==> src/rtl/en_ext_mem_port.sv <==
// External-memory port for the ElectronNest top: boot token streamer, fixed-latency
// load server and store committer in front of a simple-dual-port read-first BRAM.

package pkg_en;
  localparam int WIDTH_DATA   = 32;
  localparam int WIDTH_EXADDR = 16;

  typedef struct packed {
    logic                    v;
    logic                    a;
    logic                    c;
    logic                    r;
    logic [WIDTH_EXADDR-1:0] i;
    logic [WIDTH_DATA-1:0]   d;
  } FTk_t;

  typedef struct packed {
    logic n;
    logic t;
    logic v;
    logic c;
  } BTk_t;
endpackage

module en_ext_mem_port #(
  parameter int WIDTH_DATA   = pkg_en::WIDTH_DATA,
  parameter int WIDTH_EXADDR = pkg_en::WIDTH_EXADDR,
  parameter int NUM_PAD      = 3,
  parameter int NUM_PROG     = 5,
  parameter int USE_INDEX    = 0
) (
  input  logic                    clock,
  input  logic                    reset,
  input  logic                    I_Boot,
  input  logic                    I_Ld_Req,
  input  logic [WIDTH_EXADDR-1:0] I_Ld_Addr,
  output pkg_en::FTk_t            O_Ld_FTk,
  input  pkg_en::BTk_t            I_Ld_BTk,
  input  logic                    I_St_Req,
  input  logic [WIDTH_EXADDR-1:0] I_St_Addr,
  input  pkg_en::FTk_t            I_St_FTk,
  output pkg_en::BTk_t            O_St_BTk,
  output logic                    O_Mem_Rd_En,
  output logic [WIDTH_EXADDR-1:0] O_Mem_Rd_Addr,
  input  logic [WIDTH_DATA-1:0]   I_Mem_Rd_Data,
  output logic                    O_Mem_Wr_En,
  output logic [WIDTH_EXADDR-1:0] O_Mem_Wr_Addr,
  output logic [WIDTH_DATA-1:0]   O_Mem_Wr_Data,
  output logic                    O_Boot_Busy
);

  localparam int CNT_MAX = (NUM_PAD > NUM_PROG) ? NUM_PAD : NUM_PROG;
  localparam int CNT_W   = $clog2(CNT_MAX + 1);
  localparam logic [CNT_W-1:0] PAD_LAST  = CNT_W'(NUM_PAD - 1);
  localparam logic [CNT_W-1:0] PROG_LAST = CNT_W'(NUM_PROG - 1);

  typedef enum logic [1:0] {
    ST_IDLE,
    ST_PAD,
    ST_PROG,
    ST_RUN
  } state_e;

  state_e                  state_q, state_d;
  logic [CNT_W-1:0]        cnt_q, cnt_d;
  logic                    busy_q, busy_d;
  logic                    ld_vld_q, ld_vld_d;
  logic [WIDTH_EXADDR-1:0] ld_idx_q, ld_idx_d;
  logic [WIDTH_DATA-1:0]   hold_q, hold_d;

  logic                    ld_go;
  logic                    st_try;
  logic                    st_acc;
  pkg_en::FTk_t            ld_tok;
  pkg_en::BTk_t            st_btk;

  // A load arriving together with a re-boot request is dropped: the next cycle is a PAD token.
  assign ld_go  = (state_q == ST_RUN) & I_Ld_Req & ~I_Boot;
  assign st_try = I_St_Req & I_St_FTk.v;
  assign st_acc = st_try & (state_q == ST_RUN);

  always_comb begin
    // NOTE: every signal gets a default before the case so no path leaves it unassigned (no latch).
    state_d = state_q;
    cnt_d   = cnt_q;
    unique case (state_q)
      ST_IDLE: begin
        if (I_Boot) begin
          state_d = ST_PAD;
          cnt_d   = '0;
        end
      end
      ST_PAD: begin
        if (cnt_q == PAD_LAST) begin
          state_d = ST_PROG;
          cnt_d   = '0;
        end else begin
          cnt_d = cnt_q + 1'b1;
        end
      end
      ST_PROG: begin
        if (cnt_q == PROG_LAST) begin
          state_d = ST_RUN;
          cnt_d   = '0;
        end else begin
          cnt_d = cnt_q + 1'b1;
        end
      end
      ST_RUN: begin
        if (I_Boot) begin
          state_d = ST_PAD;
          cnt_d   = '0;
        end
      end
      default: begin
        state_d = ST_IDLE;
        cnt_d   = '0;
      end
    endcase
  end

  always_comb begin
    busy_d   = (state_d == ST_PAD) || (state_d == ST_PROG);
    ld_vld_d = ld_go;
    ld_idx_d = ld_go ? I_Ld_Addr : ld_idx_q;
    hold_d   = hold_q;
    if ((state_q == ST_PROG) || ((state_q == ST_RUN) && ld_vld_q)) begin
      hold_d = I_Mem_Rd_Data;
    end
  end

  // Read port: boot prefetch runs one cycle ahead of the PROG token that consumes it.
  always_comb begin
    O_Mem_Rd_En   = 1'b0;
    O_Mem_Rd_Addr = '0;
    if ((state_q == ST_PAD) && (cnt_q == PAD_LAST)) begin
      O_Mem_Rd_En   = 1'b1;
      O_Mem_Rd_Addr = '0;
    end else if ((state_q == ST_PROG) && (cnt_q != PROG_LAST)) begin
      O_Mem_Rd_En   = 1'b1;
      O_Mem_Rd_Addr = WIDTH_EXADDR'(cnt_q) + 1'b1;
    end else if (ld_go) begin
      O_Mem_Rd_En   = 1'b1;
      O_Mem_Rd_Addr = I_Ld_Addr;
    end
  end

  always_comb begin
    ld_tok = '0;
    unique case (state_q)
      ST_PAD: begin
        ld_tok.v = 1'b1;
        ld_tok.a = (cnt_q == '0);
      end
      ST_PROG: begin
        ld_tok.v = 1'b1;
        ld_tok.d = I_Mem_Rd_Data;
      end
      ST_RUN: begin
        ld_tok.v = ld_vld_q;
        ld_tok.d = ld_vld_q ? I_Mem_Rd_Data : hold_q;
        ld_tok.i = (USE_INDEX != 0) ? ld_idx_q : '0;
      end
      default: ld_tok = '0;
    endcase
  end

  // The nack is the only output not already forced low by the IDLE state, so gate it with reset.
  always_comb begin
    st_btk   = '0;
    st_btk.n = st_try & (state_q != ST_RUN) & ~reset;
  end

  assign O_Ld_FTk      = ld_tok;
  assign O_St_BTk      = st_btk;
  assign O_Mem_Wr_En   = st_acc;
  assign O_Mem_Wr_Addr = st_acc ? I_St_Addr : '0;
  assign O_Mem_Wr_Data = st_acc ? I_St_FTk.d : '0;
  assign O_Boot_Busy   = busy_q;

  always_ff @(posedge clock or posedge reset) begin
    if (reset) begin
      state_q  <= ST_IDLE;
      cnt_q    <= '0;
      busy_q   <= 1'b0;
      ld_vld_q <= 1'b0;
      ld_idx_q <= '0;
      hold_q   <= '0;
    end else begin
      // NOTE: state registers use non-blocking assignment so every flop samples pre-edge values.
      state_q  <= state_d;
      cnt_q    <= cnt_d;
      busy_q   <= busy_d;
      ld_vld_q <= ld_vld_d;
      ld_idx_q <= ld_idx_d;
      hold_q   <= hold_d;
    end
  end

  logic unused_ok;
  assign unused_ok = ^{I_Ld_BTk, I_St_FTk.a, I_St_FTk.c, I_St_FTk.r, I_St_FTk.i};

endmodule
==> config.mk <==
export PLATFORM = sky130hd
export DESIGN_NAME = en_ext_mem_port
export DESIGN_NICKNAME = d
export VERILOG_FILES = /design/src/rtl/en_ext_mem_port.sv
export SDC_FILE = /design/constraint.sdc
export NUM_CORES = 1
export LEC_CHECK = 0
export CAP_MARGIN = 25
export CORE_AREA = 3 3 96 98
export CTS_CLUSTER_DIAMETER = 100
export CTS_CLUSTER_SIZE = 30
export DETAILED_ROUTE_END_ITERATION = 8
export DIE_AREA = 0 0 99 101
export DONT_BUFFER_PORTS = 1
export GPL_ROUTABILITY_DRIVEN = 0
export SLEW_MARGIN = 0
export SYNTH_ARGS = -nofsm -noshare
export SYNTH_HDL_FRONTEND = slang
export SYNTH_SLANG_ARGS = --single-unit
==> constraint.sdc <==
create_clock -name clock -period 5.2 [get_ports clock]
set_input_delay 1.3 -clock clock [delete_from_list [all_inputs] [get_ports clock]]
set_output_delay 1.3 -clock clock [all_outputs]
set_load 0.02 [all_outputs]
== Word level (Yosys, flattened, before mapping) ==
Cells that the tools add are included.
Storage, ports and cells
  flip-flop bits (word level): 39
  bits of input ports: 125
  output and inout bits: 123
  logic and storage cells: 54
Operators by class
  add/subtract/negate cells: 2
  equality and inequality tests: 10
  mux-type cells: 20
  bitwise operators: 8
  reduce and logical (&&, ||, !) cells: 9
Operators by type and width (count)
  16-bit two-way mux: 4
  32-bit two-way mux: 2
  32-bit case mux with 2 select lines: 1
  3-bit two-way mux: 3
  3-bit case mux with 3 select lines: 1
  1-bit bitwise AND: 6
  2-bit == test (second input constant): 3
  2-bit two-way mux: 3
  2-bit case mux with 3 select lines: 1
  3-bit by 1-bit adder with 4-bit output (second input constant): 1
  2-bit by 1-bit == test with 1-bit output (second input constant): 2
  1-bit two-way mux: 4
  2-bit OR reduction: 2
  3-bit by 1-bit adder with 3-bit output (second input constant): 1
  3-bit by 2-bit == test with 1-bit output (second input constant): 1
  3-bit == test (second input constant): 1
  1-bit logical AND: 3
  3-bit logical NOT: 1
  3-bit != test (second input constant): 1
  2-bit logical NOT: 1
  1-bit logical OR: 2
  2-bit by 1-bit != test with 1-bit output (second input constant): 1
  2-bit != test (second input constant): 1
  1-bit NOT: 2
  1-bit case mux with 2 select lines: 1

== Depth between registers and ports, before layout ==
Gate-level depths: netlist of run 1.
  depth in word-level cells: 6
  gate-level depth with buffers: 7

== Worst setup path before layout of run 1 ==
OpenSTA, ideal clock, no wires.
  kind: input-to-output
  start point: input I_St_Req
  end point: output O_Mem_Wr_Data[22]
  data arrival time: 2.126 ns
  setup slack: 1.774 ns
  stages on the path: 3
  cell sequence: and3_1 -> clkbuf_1 -> and2_1
Between the ends
  cells in the longest elaborated chain, start to end: 3
Ends and longest elaborated chain
  start: declaration: line 39  | input logic I_St_Req,
  1-bit bitwise AND: line 79  | assign st_try = I_St_Req & I_St_FTk.v;
  1-bit bitwise AND: line 80  | assign st_acc = st_try & (state_q == ST_RUN);
  net O_Mem_Wr_En: line 46  | output logic O_Mem_Wr_En,
  32-bit two-way mux: line 178  | assign O_Mem_Wr_Data = st_acc ? I_St_FTk.d : '0;
  end: declaration: line 48  | output logic [WIDTH_DATA-1:0] O_Mem_Wr_Data,
The timed path passes the listed nets, and every way through them passes these cells.

== Final worst setup path of run 1 ==
  start point: input I_St_Req
  end point: output O_Mem_Wr_Data[7]
Between the ends
  cells in the longest elaborated chain, start to end: 3
Ends and longest elaborated chain (line)
  1-bit bitwise AND: 79
  1-bit bitwise AND: 80
  32-bit two-way mux: 178
Every way passes these cells.

==> results of run 1 <==
[sequential cells by signal (all words and copies together), names as in the netlist]
register and flops:
state_q 2, hold_q 32, ld_vld_q 1, cnt_q 3
O_Boot_Busy 1
[per-layer routing]
layer / routed length (µm) / track usage (%) / vias up
li1: - / - / 865
met1: 3320 / 19.5 / 893
met2: 3450 / 20.8 / 102
met3: 635 / 4.22 / 2
met4: 38 / 2.52 / 0
met5: 0 / 0 / -
[kinds of logic after synthesis]
| group | share of synthesized area (%) |
|---|---|
| AO/OA/AOI/OAI | 15.6 |
| XOR/XNOR | 0.656 |
| adder cells (fa/ha/maj) | 3.75 |
| buffers and inverters | 10.8 |
| flip-flops | 36.5 |
| multiplexers | 13.9 |
| other | 0.140 |
| AND/OR/NAND/NOR | 18.6 |
[synthesized netlist by cell type, drive strengths merged]
cell    instances
and3            1
o21ai           2
nor2b           1
a22o           32
nand4           1
nand2b          1
and2           60
nand2           8
nand3b          1
nor3            1
o221ai          1
dfrtp          39
ha              8
a22oi           3
a221o           1
nor2           10
buf            31
mux2i           1
o22ai           2
a21oi           8
or2             1
conb            1
clkbuf          7
or3             1
inv            10
a21boi          2
mux2           32
xor2            2
[power by group]
| group | total, mW | switching (mW) | internal, mW | leakage (nW) |
|---|---|---|---|---|
| registers | 0.546 | 0.0936 | 0.453 | 0.470 |
| clock network | 0.264 | 0.109 | 0.155 | 0.0612 |
| logic | 0.767 | 0.459 | 0.308 | 0.742 |
| total | 1.58 | 0.661 | 0.917 | 1.27 |
[worst register-to-register path: stages, from the launching register on]
cell and delay (ps):
dfrtp_1 490, ha_1 360, nand2_1 100, nand2_2 210, buf_12 280, buf_4 190, mux2_2 320
[metrics by stage]
| stage | total power, mW | utilization, % | std cells | setup WS [ps] | hold slack (ps) |
|---|---|---|---|---|---|
| after global routing | 1.70 | 33.0 | 373 | 1360 | 521 |
| after global placement | 1.30 | 31.2 | 363 | 1370 | 491 |
| after floorplan | 1.22 | - | 288 | 1770 | 482 |
| after detailed placement | 1.33 | 31.5 | 364 | 1300 | 496 |
| after CTS | 1.60 | 32.9 | 372 | 1300 | 515 |
| final | 1.58 | 33.0 | 373 | 1500 | 511 |
[final timing paths]
check,startpoint,to,slack [ps],cells after the start
worst max-delay path,I_St_Req,O_Mem_Wr_Data[7],1500,3
worst min-delay path,hold_q[12],hold_q[12],510,1
worst max register to register,state_q[0],hold_q[0],3140,6
worst min register to register,hold_q[12],hold_q[12],510,1
max in group asynchronous,reset,hold_q[18],3810,2
min in group asynchronous,reset,state_q[0],1020,2
[final cells by class]
class                      instances  area, µm²  share of cell area (%)
clock buffer                       6       82.6                    2.92
clock inverter                     2       35.0                    1.24
inverter                          10       37.5                    1.33
multi-input combinational        201       1490                    52.6
sequential                        39        976                    34.6
tap                              108        135                    4.79
timing repair buffer               7       72.6                    2.57
==> summary.md, run 1 <==
| Metric | Value |
|---|---|
| Final Cell Area | `2820 µm²` |
| Setup TNS | `0 ps` |
| Share of layout cells above drive strength 1 | `20.4%` |
| Critical path's top delay family | `simple AND/OR/NAND/NOR gates` |
| CP peak stage delay | `500 ps` |
| Tightest Hold Check Type | `register to register` |
| Max Clock Skew | `5.79 ps` |
| Power Density | `559 nW/µm²` |
| Clock latency on the worst-skew pair | `around 280 ps` |
| Commonest non-fill, non-tap cell in the layout | `and2_1` |
| Starting DRT DRC Count | `61` |
| Antenna diodes | `0` |
| Clock-pin slew on the worst setup and hold paths | `80 ps` |
| Yosys top cell area share | `36.5%` |
| TritonCTS buffer count | `5` |
| Cells after Synth | `268` |
| Die Ht | `between 100 and 150 µm` |
| # fillers | `890` |
| Placed cell areas | `between 2000 and 3000 µm²` |
| Fin crit period | `3700 ps` |
| Crit Path Category | `input port to primary output` |
| Ports | `~250` |
| ANT nets after route | `0` |
| Mean Syn Cell Area | `9.97 µm²` |
| RSZ-0062 raised after global routing | `false` |
| Root buffer cell | `clkbuf_8` |
| Setup bufs post-CTS | `0` |
| Total GRT Usage | `13.7%` |
| Worst Setup Start Kind | `input port` |
| Leakage power | `~1.3 nW` |
| CP Capture Type | `primary output` |
| Vias | `1,862` |
| Port Buffers | `0` |
| YS warnings | `0` |
| Post-synth cell types | `34` |
| Post-CTS Resized | `0` |
| Average wire per standard cell | `20.0 µm` |
| CP Cell Sequence | `and3_1 > buf_8 > and2_1` |
| Grt ovf | `0` |
| CTS max path bufs | `2` |
| Slew @ Worst Pin | `816 ps` |
| Post-synth top area cell | `dfrtp_1` |
| Fin nets | `397` |
| Data arrival time of the worst path | `2400 ps` |
| Core area | `8550 µm²` |
| Initial Utilization | `31.2%` |
| CTS tree | `done` |
| Synth top area cells | `dfrtp_1 (37%), and2_1 (14%), mux2_2 (13%), a22o_1 (10%), buf_4 (6.7%)` |
| DRT Wirelength | `roughly 7.4 mm` |
| Vias/cell | `4.99` |
| Sink Count | `39` |
| Max Cap Viol | `0` |
| H-tree Lvls | `2` |
| Max-slew headroom | `around 45%` |
| First-pass GRT wire length | `10.5 mm` |
| CP max FO | `27` |
| Worst path slowest cell | `and3_1` |
| Most frequent cells in the layout | `and2_1 (60), dfrtp_1 (39), mux2_2 (32), a22o_1 (32), conb_1 (21)` |
| Number of global-route vias before repair | `between 1,500 and 2,000` |
| Synthesized area | `2670 µm²` |
| Slew Limit Fails | `0` |
| FP Rows | `34` |
| Antenna violations before repair | `0` |
| Register area share after synthesis | `between 30% and 40%` |
| DIE AREA | `~10000 µm²` |
| DR DRC count | `0` |
| Buffer and inverter count on the worst path | `1` |
| Final hold violations | `0` |
| FF+latch count, synth | `39` |
| DP HPWL | `6.12 mm` |
| Max VDD drop | `0.159 mV` |
| Status | `completed` |
| Die Width | `around 99 µm` |
| F_max | `270 MHz` |
| Drt first pass iters | `4` |
| Largest net degree at the start of global routing | `54` |
| Tcrit/Tclk final | `71.2%` |
| Area Growth Syn to Fin | `5.71%` |
| Final-report setup violation count | `0` |
| Cts hold-fix bufs | `0` |
| Required time of the critical path | `3900 ps` |
No activity file was read; power rests on OpenSTA's default activity.
==> run 2, diff against run 1 <==
--- a/config.mk
+++ b/config.mk
@@ -5,12 +5,13 @@
 export SDC_FILE = /design/constraint.sdc
 export NUM_CORES = 1
 export LEC_CHECK = 0
+export ABC_AREA = 1
 export CAP_MARGIN = 25
-export CORE_AREA = 3 3 96 98
+export CORE_AREA = 3 3 95 97
 export CTS_CLUSTER_DIAMETER = 100
 export CTS_CLUSTER_SIZE = 30
 export DETAILED_ROUTE_END_ITERATION = 8
-export DIE_AREA = 0 0 99 101
+export DIE_AREA = 0 0 98 100
 export DONT_BUFFER_PORTS = 1
 export GPL_ROUTABILITY_DRIVEN = 0
 export SLEW_MARGIN = 0
==> constraint.sdc (replaced) <==
create_clock -name clock -period 3.15 [get_ports clock]
set_input_delay 0.7875 -clock clock [delete_from_list [all_inputs] [get_ports clock]]
set_output_delay 0.7875 -clock clock [all_outputs]
set_load 0.02 [all_outputs]
==> summary.md, run 2 <==
| Metric | Value |
|---|---|
| F_max | `365 MHz` |
| FP Rows | `33 (was 34)` |
| R2r setup slk | `1590 ps (was 3140 ps)` |
| ANT nets after route | `0 (unchanged)` |
| Post-synth cell types | `25 (was 34)` |
| Final Cell Area | `3270 µm² (was 2820 µm²)` |
| Setup TNS | `0 ps (unchanged)` |
| Final hold violations | `0 (unchanged)` |
| Simple-Gate Fraction of Synth Area | `24.6% (was 18.6%)` |
| Average wire per standard cell | `14.0 µm (was 20.0 µm)` |
| Buffer and inverter count on the worst path | `1 (unchanged)` |
| Synth Area in Adders | `3.37% (was 3.75%)` |
| Fin nets | `564 (was 397)` |
| CTS tree | `done (unchanged)` |
| DRT Wirelength | `7.51 mm (was 7.45 mm)` |
| Most common cell in the synthesized netlist | `inv_1 (was and2_1)` |
| Biggest register | `hold_q (unchanged)` |
| Data arrival time of the worst path | `1960 ps (was 2400 ps)` |
| Antenna diodes | `0 (unchanged)` |
| XOR/XNOR Fraction of Synth Area | `0.295% (was 0.656%)` |
| Tcrit/Tclk final | `87.1%` |
| Cells after Synth | `409 (was 268)` |
| H-tree Lvls | `2 (unchanged)` |
| Largest net degree at the start of global routing | `65 (was 54)` |
| Main combinational cell family by area after synthesis | `simple AND/OR/NAND/NOR gates (unchanged)` |
| Max Cap Viol | `0 (unchanged)` |
| CP Capture Type | `primary output (unchanged)` |
| Share of layout cells above drive strength 1 | `20.6% (was 20.4%)` |
| Final-report setup violation count | `0 (unchanged)` |
| Post-synth top area cell | `dfrtp_1 (unchanged)` |
| Crit Path Category | `register to primary output (was input port to primary output)` |
| Worst path slowest cell | `dfrtp_1 (was and3_1)` |
| Sink Count | `39 (unchanged)` |
| Fin crit period | `2740 ps` |
| Ports | `248 (unchanged)` |
| FF-to-FF End | `cnt_q[2] (was hold_q[0])` |
| Final hold slack | `404 ps (was 511 ps)` |
| Mean Syn Cell Area | `7.25 µm² (was 9.97 µm²)` |
| Die Width | `98 µm (was 99 µm)` |
| # fillers | `853 (was 890)` |
| Max FFs per register | `32 (unchanged)` |
| Leakage power | `1.77 nW (was 1.27 nW)` |
| Most frequent cells in the layout | `inv_1 (95), nand2_1 (62), nor2_1 (44) (was and2_1 (60), dfrtp_1 (39), mux2_2 (32), a22o_1 (32), conb_1 (21))` |
| Synth top area cells | `dfrtp_1 (33%), inv_1 (12%), nor2_4 (8.0%), nand2_1 (7.8%), o21ai_0 (7.3%) (was dfrtp_1 (37%), and2_1 (14%), mux2_2 (13%), a22o_1 (10%), buf_4 (6.7%))` |
| DR DRC count | `0 (unchanged)` |
| CTS max path bufs | `2 (unchanged)` |
| Slew @ Worst Pin | `678 ps (was 816 ps)` |
| Register area share after synthesis | `32.9% (was 36.5%)` |
| Pwr Total | `2.46 mW (was 1.58 mW)` |
| CP Cell Sequence | `inv_1 > ha_1 > nand2_1 > nand2_2 > nor2_1 (was and3_1 > buf_8 > and2_1)` |
| Placed insts | `529 (was 364)` |
| Worst reg2reg startpoint | `state_q[0] (unchanged)` |
| Async S/R FF share, synth | `100% (unchanged)` |
| Yosys top cell area share | `32.9% (was 36.5%)` |
| Area Growth Syn to Fin | `10.4% (was 5.71%)` |
| Mux cell area share after synthesis | `0% (was 13.9%)` |
| FF+latch count, synth | `39 (unchanged)` |
| Antenna violations before repair | `0 (unchanged)` |
| DIE AREA | `9800 µm² (was 10000 µm²)` |
| Slew Limit Fails | `0 (unchanged)` |
| Status | `completed (unchanged)` |
| Required time of the critical path | `2360 ps (was 3900 ps)` |
| Max Clock Skew | `8.32 ps (was 5.79 ps)` |
| Commonest non-fill, non-tap cell in the layout | `inv_1 (was and2_1)` |
| Tightest Hold Check Type | `input port to asynchronous set/reset pin (was register to register)` |
| Setup bufs post-CTS | `0 (unchanged)` |
| Synthesized area | `2970 µm² (was 2670 µm²)` |
| Ys flop type | `dfrtp_1 (unchanged)` |
| Port Buffers | `0 (unchanged)` |
| First-pass GRT wire length | `11.1 mm (was 10.5 mm)` |
| Root buffer cell | `clkbuf_8 (unchanged)` |
| Max-slew headroom | `54.4% (was 45.2%)` |
| EDFF count, synth | `0 (unchanged)` |
| Core area | `8220 µm² (was 8550 µm²)` |
| Top cells by count, synth | `inv_1 (95), nand2_1 (62), nor2_1 (44), o21ai_0 (43), dfrtp_1 (39) (was and2_1 (60), dfrtp_1 (39), a22o_1 (32), mux2_2 (32), buf_4 (24))` |
| Worst Setup Start Kind | `register (was input port)` |
| Cell Count, Final, Fillers Out | `537 (was 373)` |
| CP peak stage delay | `420 ps (was 500 ps)` |
| YS warnings | `0 (unchanged)` |
| Vias | `2,432 (was 1,862)` |
| R2r worst-path depth | `8 (was 6)` |
| Drt first pass iters | `4 (unchanged)` |
| TritonCTS buffer count | `5 (unchanged)` |
| Placed cell areas | `3140 µm² (was 2690 µm²)` |
| Vias/cell | `4.53 (was 4.99)` |
| RSZ-0062 raised after global routing | `false (unchanged)` |
| CP max FO | `12 (was 27)` |
| Number of global-route vias before repair | `2,189 (was 1,733)` |
| Post-CTS Resized | `0 (unchanged)` |
| Clock-pin slew on the worst setup and hold paths | `80 ps (about the same)` |
| DP HPWL | `6.13 mm (was 6.12 mm)` |
| Total GRT Usage | `14.0% (was 13.7%)` |
| Cts hold-fix bufs | `0 (unchanged)` |
| Critical path's top delay family | `simple AND/OR/NAND/NOR gates (unchanged)` |
| Clock latency on the worst-skew pair | `280 ps (about the same)` |
| Compound-Gate Fraction of Synth Area | `15.9% (was 15.6%)` |
| Grt ovf | `0 (unchanged)` |
| Starting DRT DRC Count | `100 (was 61)` |
| Power Density | `751 nW/µm² (was 559 nW/µm²)` |
| Max VDD drop | `0.288 mV (was 0.159 mV)` |
| Regs by FF count | `hold_q x32, cnt_q x3, state_q x2 (unchanged)` |
| Die Ht | `100 µm (was 101 µm)` |
| Initial Utilization | `36.1% (was 31.2%)` |
-- run 2: cell types whose count changed after synthesis, sizes merged, moves of 3 or more --
cell / change
mux2: -32
nor2: +55
a22o: -32
nand2: +59
a21oi: -4
inv: +89
nand3: +9
and2: -60
a22oi: -3
o21ai: +72
buf: +5
clkbuf: -5
-- run 2: worst max path at each step --
stage                     from                end  slack, ps  cells past startpoint
global placement      I_St_Req   O_Mem_Wr_Data[4]        590                      6
global route        state_q[0]   O_Mem_Rd_Addr[3]        240                      6
floorplan             I_St_Req  O_Mem_Wr_Addr[10]        770                      5
detailed placement    I_St_Req   O_Mem_Wr_Data[4]        570                      6
finish              state_q[0]  O_Mem_Rd_Addr[10]        410                      5
CTS                 state_q[0]        O_Ld_FTk[1]        380                      4
-- run 2: layout make-up --
type	instances	area, µm²	share of cell area [%]
multi-input cells	253	1390	42.5
flip-flops and latches	39	976	29.8
inverters	99	372	11.3
repair buffers	33	273	8.33
well taps	105	131	4.01
clock buffers	6	72.6	2.22
clock inverters	2	60.1	1.83
-- run 2: through the flow --
stage,utilization (%),setup WS (ps)
6_report,39.9,407
2_1_floorplan,-,771
3_5_place_dp,38.2,566
5_1_grt,39.9,245
3_3_place_gp,38.2,585
4_1_cts,39.9,377
-- run 2: per-layer routing --
| layer | track usage (%) | vias up | part of all wire [%] |
|---|---|---|---|
| met5 | 0 | - | 0 |
| met4 | 3.41 | 0 | 0.55 |
| met3 | 2.57 | 2 | 6.8 |
| met2 | 25.9 | 115 | 55 |
| met1 | 16.9 | 1103 | 38 |
| li1 | - | 1212 | - |
-- run 2: logic make-up after synthesis --
family,Yosys count
buffers and inverters,137
other,1
AO/OA/AOI/OAI,80
AND/OR/NAND/NOR,143
adder cells (fa/ha/maj),8
XOR/XNOR,1
flip-flops,39
-- run 2: where the power goes --
group	internal, mW	switching [mW]
sequential	0.732	0.0892
combinational	0.300	0.844
clock	0.317	0.177
total	1.35	1.11
==> run 3, diff against run 2 <==
--- a/config.mk
+++ b/config.mk
@@ -14,6 +14,7 @@
 export DIE_AREA = 0 0 98 100
 export DONT_BUFFER_PORTS = 1
 export GPL_ROUTABILITY_DRIVEN = 0
+export REMOVE_ABC_BUFFERS = 1
 export SLEW_MARGIN = 0
 export SYNTH_ARGS = -nofsm -noshare
 export SYNTH_HDL_FRONTEND = slang
==> summary.md, run 3 (synthesis gave the netlist of run 2 again) <==
| Metric | Value |
|---|---|
| First-pass GRT wire length | `11.3 mm (was 11.1 mm)` |
| CTS max path bufs | `2 (unchanged)` |
| Number of global-route vias before repair | `2,159 (was 2,189)` |
| CP peak stage delay | `630 ps (was 420 ps)` |
| TritonCTS buffer count | `5 (unchanged)` |
| Most frequent cells in the layout | `inv_1 (95), nand2_1 (62), nor2_1 (44) (unchanged)` |
| Vias/cell | `4.50 (was 4.53)` |
| Max VDD drop | `0.353 mV (was 0.288 mV)` |
| Vias | `2,414 (was 2,432)` |
| Status | `completed (unchanged)` |
| Initial Utilization | `36.1% (unchanged)` |
| Drt first pass iters | `4 (unchanged)` |
| Worst path slowest cell | `buf_4 (was dfrtp_1)` |
| Critical path's top delay family | `buffers and inverters (was simple AND/OR/NAND/NOR gates)` |
| Core area | `8220 µm² (unchanged)` |
| Share of layout cells above drive strength 1 | `20.8% (was 20.6%)` |
| R2r worst-path depth | `7 (was 8)` |
| Detailed route wirelength on metal2 | `3.92 mm (was 4.10 mm)` |
| Tightest Hold Check Type | `input port to asynchronous set/reset pin (unchanged)` |
| DR DRC count | `0 (unchanged)` |
| Max Cap Viol | `0 (unchanged)` |
| Met3 WL | `685 µm (was 510 µm)` |
| # fillers | `856 (was 853)` |
| Max Clock Skew | `12.1 ps (was 8.32 ps)` |
| Area Growth Syn to Fin | `8.69% (was 10.4%)` |
| Die Width | `98 µm (unchanged)` |
| Grt ovf | `0 (unchanged)` |
| H-tree Lvls | `2 (unchanged)` |
| Clock-pin slew on the worst setup and hold paths | `70 ps (was 80 ps)` |
| Final hold violations | `0 (unchanged)` |
| Power Density | `711 nW/µm² (was 751 nW/µm²)` |
| Regs by FF count | `hold_q x32, cnt_q x3, state_q x2 (unchanged)` |
| Leakage power | `1.75 nW (was 1.77 nW)` |
| Data arrival time of the worst path | `2150 ps (was 1960 ps)` |
| Post-CTS Resized | `0 (unchanged)` |
| CP max FO | `48 (was 12)` |
| DP HPWL | `6.16 mm (was 6.13 mm)` |
| Post-layout util | `39.2% (was 39.9%)` |
| Total GRT Usage | `14.3% (was 14.0%)` |
| DRT Wirelength | `7.48 mm (was 7.51 mm)` |
| Critical Path Stages | `7 (was 5)` |
| Clock latency on the worst-skew pair | `280 ps (about the same)` |
| Required time of the critical path | `2360 ps (about the same)` |
| Root buffer cell | `clkbuf_8 (unchanged)` |
| Antenna violations before repair | `0 (unchanged)` |
| F_max | `340 MHz (was 365 MHz)` |
| Ports | `248 (unchanged)` |
| Largest net degree at the start of global routing | `65 (unchanged)` |
| Worst Setup Start Kind | `register (unchanged)` |
| Port Buffers | `0 (unchanged)` |
| DIE AREA | `9800 µm² (unchanged)` |
| FP Rows | `33 (unchanged)` |
| Highest metal used | `met4 (unchanged)` |
| CTS tree | `done (unchanged)` |
| Cts hold-fix bufs | `0 (unchanged)` |
| Slew Limit Fails | `0 (unchanged)` |
| Setup TNS | `0 ps (unchanged)` |
| Buffer and inverter count on the worst path | `4 (was 1)` |
| Max-slew headroom | `45.6% (was 54.4%)` |
| Fin crit period | `2940 ps (was 2740 ps)` |
| CP Cell Sequence | `ha_1 > inv_2 > nor2_4 > inv_2 > buf_4 > nor2_1 > buf_4 (was inv_1 > ha_1 > nand2_1 > nand2_2 > nor2_1)` |
| CP Capture Type | `primary output (unchanged)` |
| Starting DRT DRC Count | `88 (was 100)` |
| Final hold slack | `283 ps (was 404 ps)` |
| Commonest non-fill, non-tap cell in the layout | `inv_1 (unchanged)` |
| Max FFs per register | `32 (unchanged)` |
| Slew @ Worst Pin | `816 ps (was 678 ps)` |
| RSZ-0062 raised after global routing | `false (unchanged)` |
| Antenna diodes | `0 (unchanged)` |
| Die Ht | `100 µm (unchanged)` |
| ANT nets after route | `0 (unchanged)` |
| Sink Count | `39 (unchanged)` |
| Metal-1 WL | `2.79 mm (was 2.86 mm)` |
| Fin nets | `565 (was 564)` |
| Tcrit/Tclk final | `93.3% (was 87.1%)` |
| Biggest register | `hold_q (unchanged)` |
| Crit Path Category | `register to primary output (unchanged)` |
| Average wire per standard cell | `13.9 µm (was 14.0 µm)` |
| Final-report setup violation count | `0 (unchanged)` |
| Setup bufs post-CTS | `0 (unchanged)` |
run 3: cell count changes in the layout (fill, tap and decap cells not counted), sizes merged:
| cell | before | now |
|---|---|---|
| bufinv | 2 | 0 |
| buf | 33 | 34 |
| clkinv | 0 | 1 |
run 3: worst reg2reg max path, delay by kind of cell, from the launching register on:
kind / cells / cell delay [ps]
buffers and inverters: 3 / 460
adder cells (fa/ha/maj): 1 / 230
AO/OA/AOI/OAI: 1 / 100
AND/OR/NAND/NOR: 2 / 220
flip-flops: 1 / 440
run 3: per-stage QoR:
step	worst slack, ps	cell area (µm²)	power (mW)	cells
floorplan	289	2740	1.75	391
global route	14.4	3220	2.52	537
CTS	178	3220	2.33	537
global placement	372	3140	1.96	530
detailed placement	348	3140	1.99	530
finish	211	3220	2.29	537
run 3: final cells by class:
type / count / area, µm² / area share, %
multi-input combinational: 253 / 1390 / 43.1
sequential: 39 / 976 / 30.3
clock inverter: 1 / 5.00 / 0.155
tap: 105 / 131 / 4.07
timing repair buffer: 34 / 268 / 8.30
inverter: 99 / 372 / 11.5
clock buffer: 6 / 82.6 / 2.56
run 3: where the power goes:
group	switching, mW	internal [mW]
Combinational	0.839	0.299
Clock	0.163	0.172
Sequential	0.0899	0.733
Total	1.09	1.20
run 3: path summary, 6_finish.rpt:
kind                            startpoint  slack [ps]          endpoint
worst max-delay path            state_q[0]         210  O_Mem_Wr_Data[1]
worst min-delay path                 reset         280          cnt_q[1]
worst max register to register  state_q[0]        1590        hold_q[10]
worst min register to register  hold_q[21]         540        hold_q[21]
max in group asynchronous            reset        2180        hold_q[19]
min in group clock              hold_q[21]         540        hold_q[21]
run 3: per-layer routing:
metal  vias to the layer above  track usage, %
li1                       1211               -
met3                         7            4.38
met4                         0            2.98
met1                      1082            17.5
met2                       114            25.0
met5                         -               0
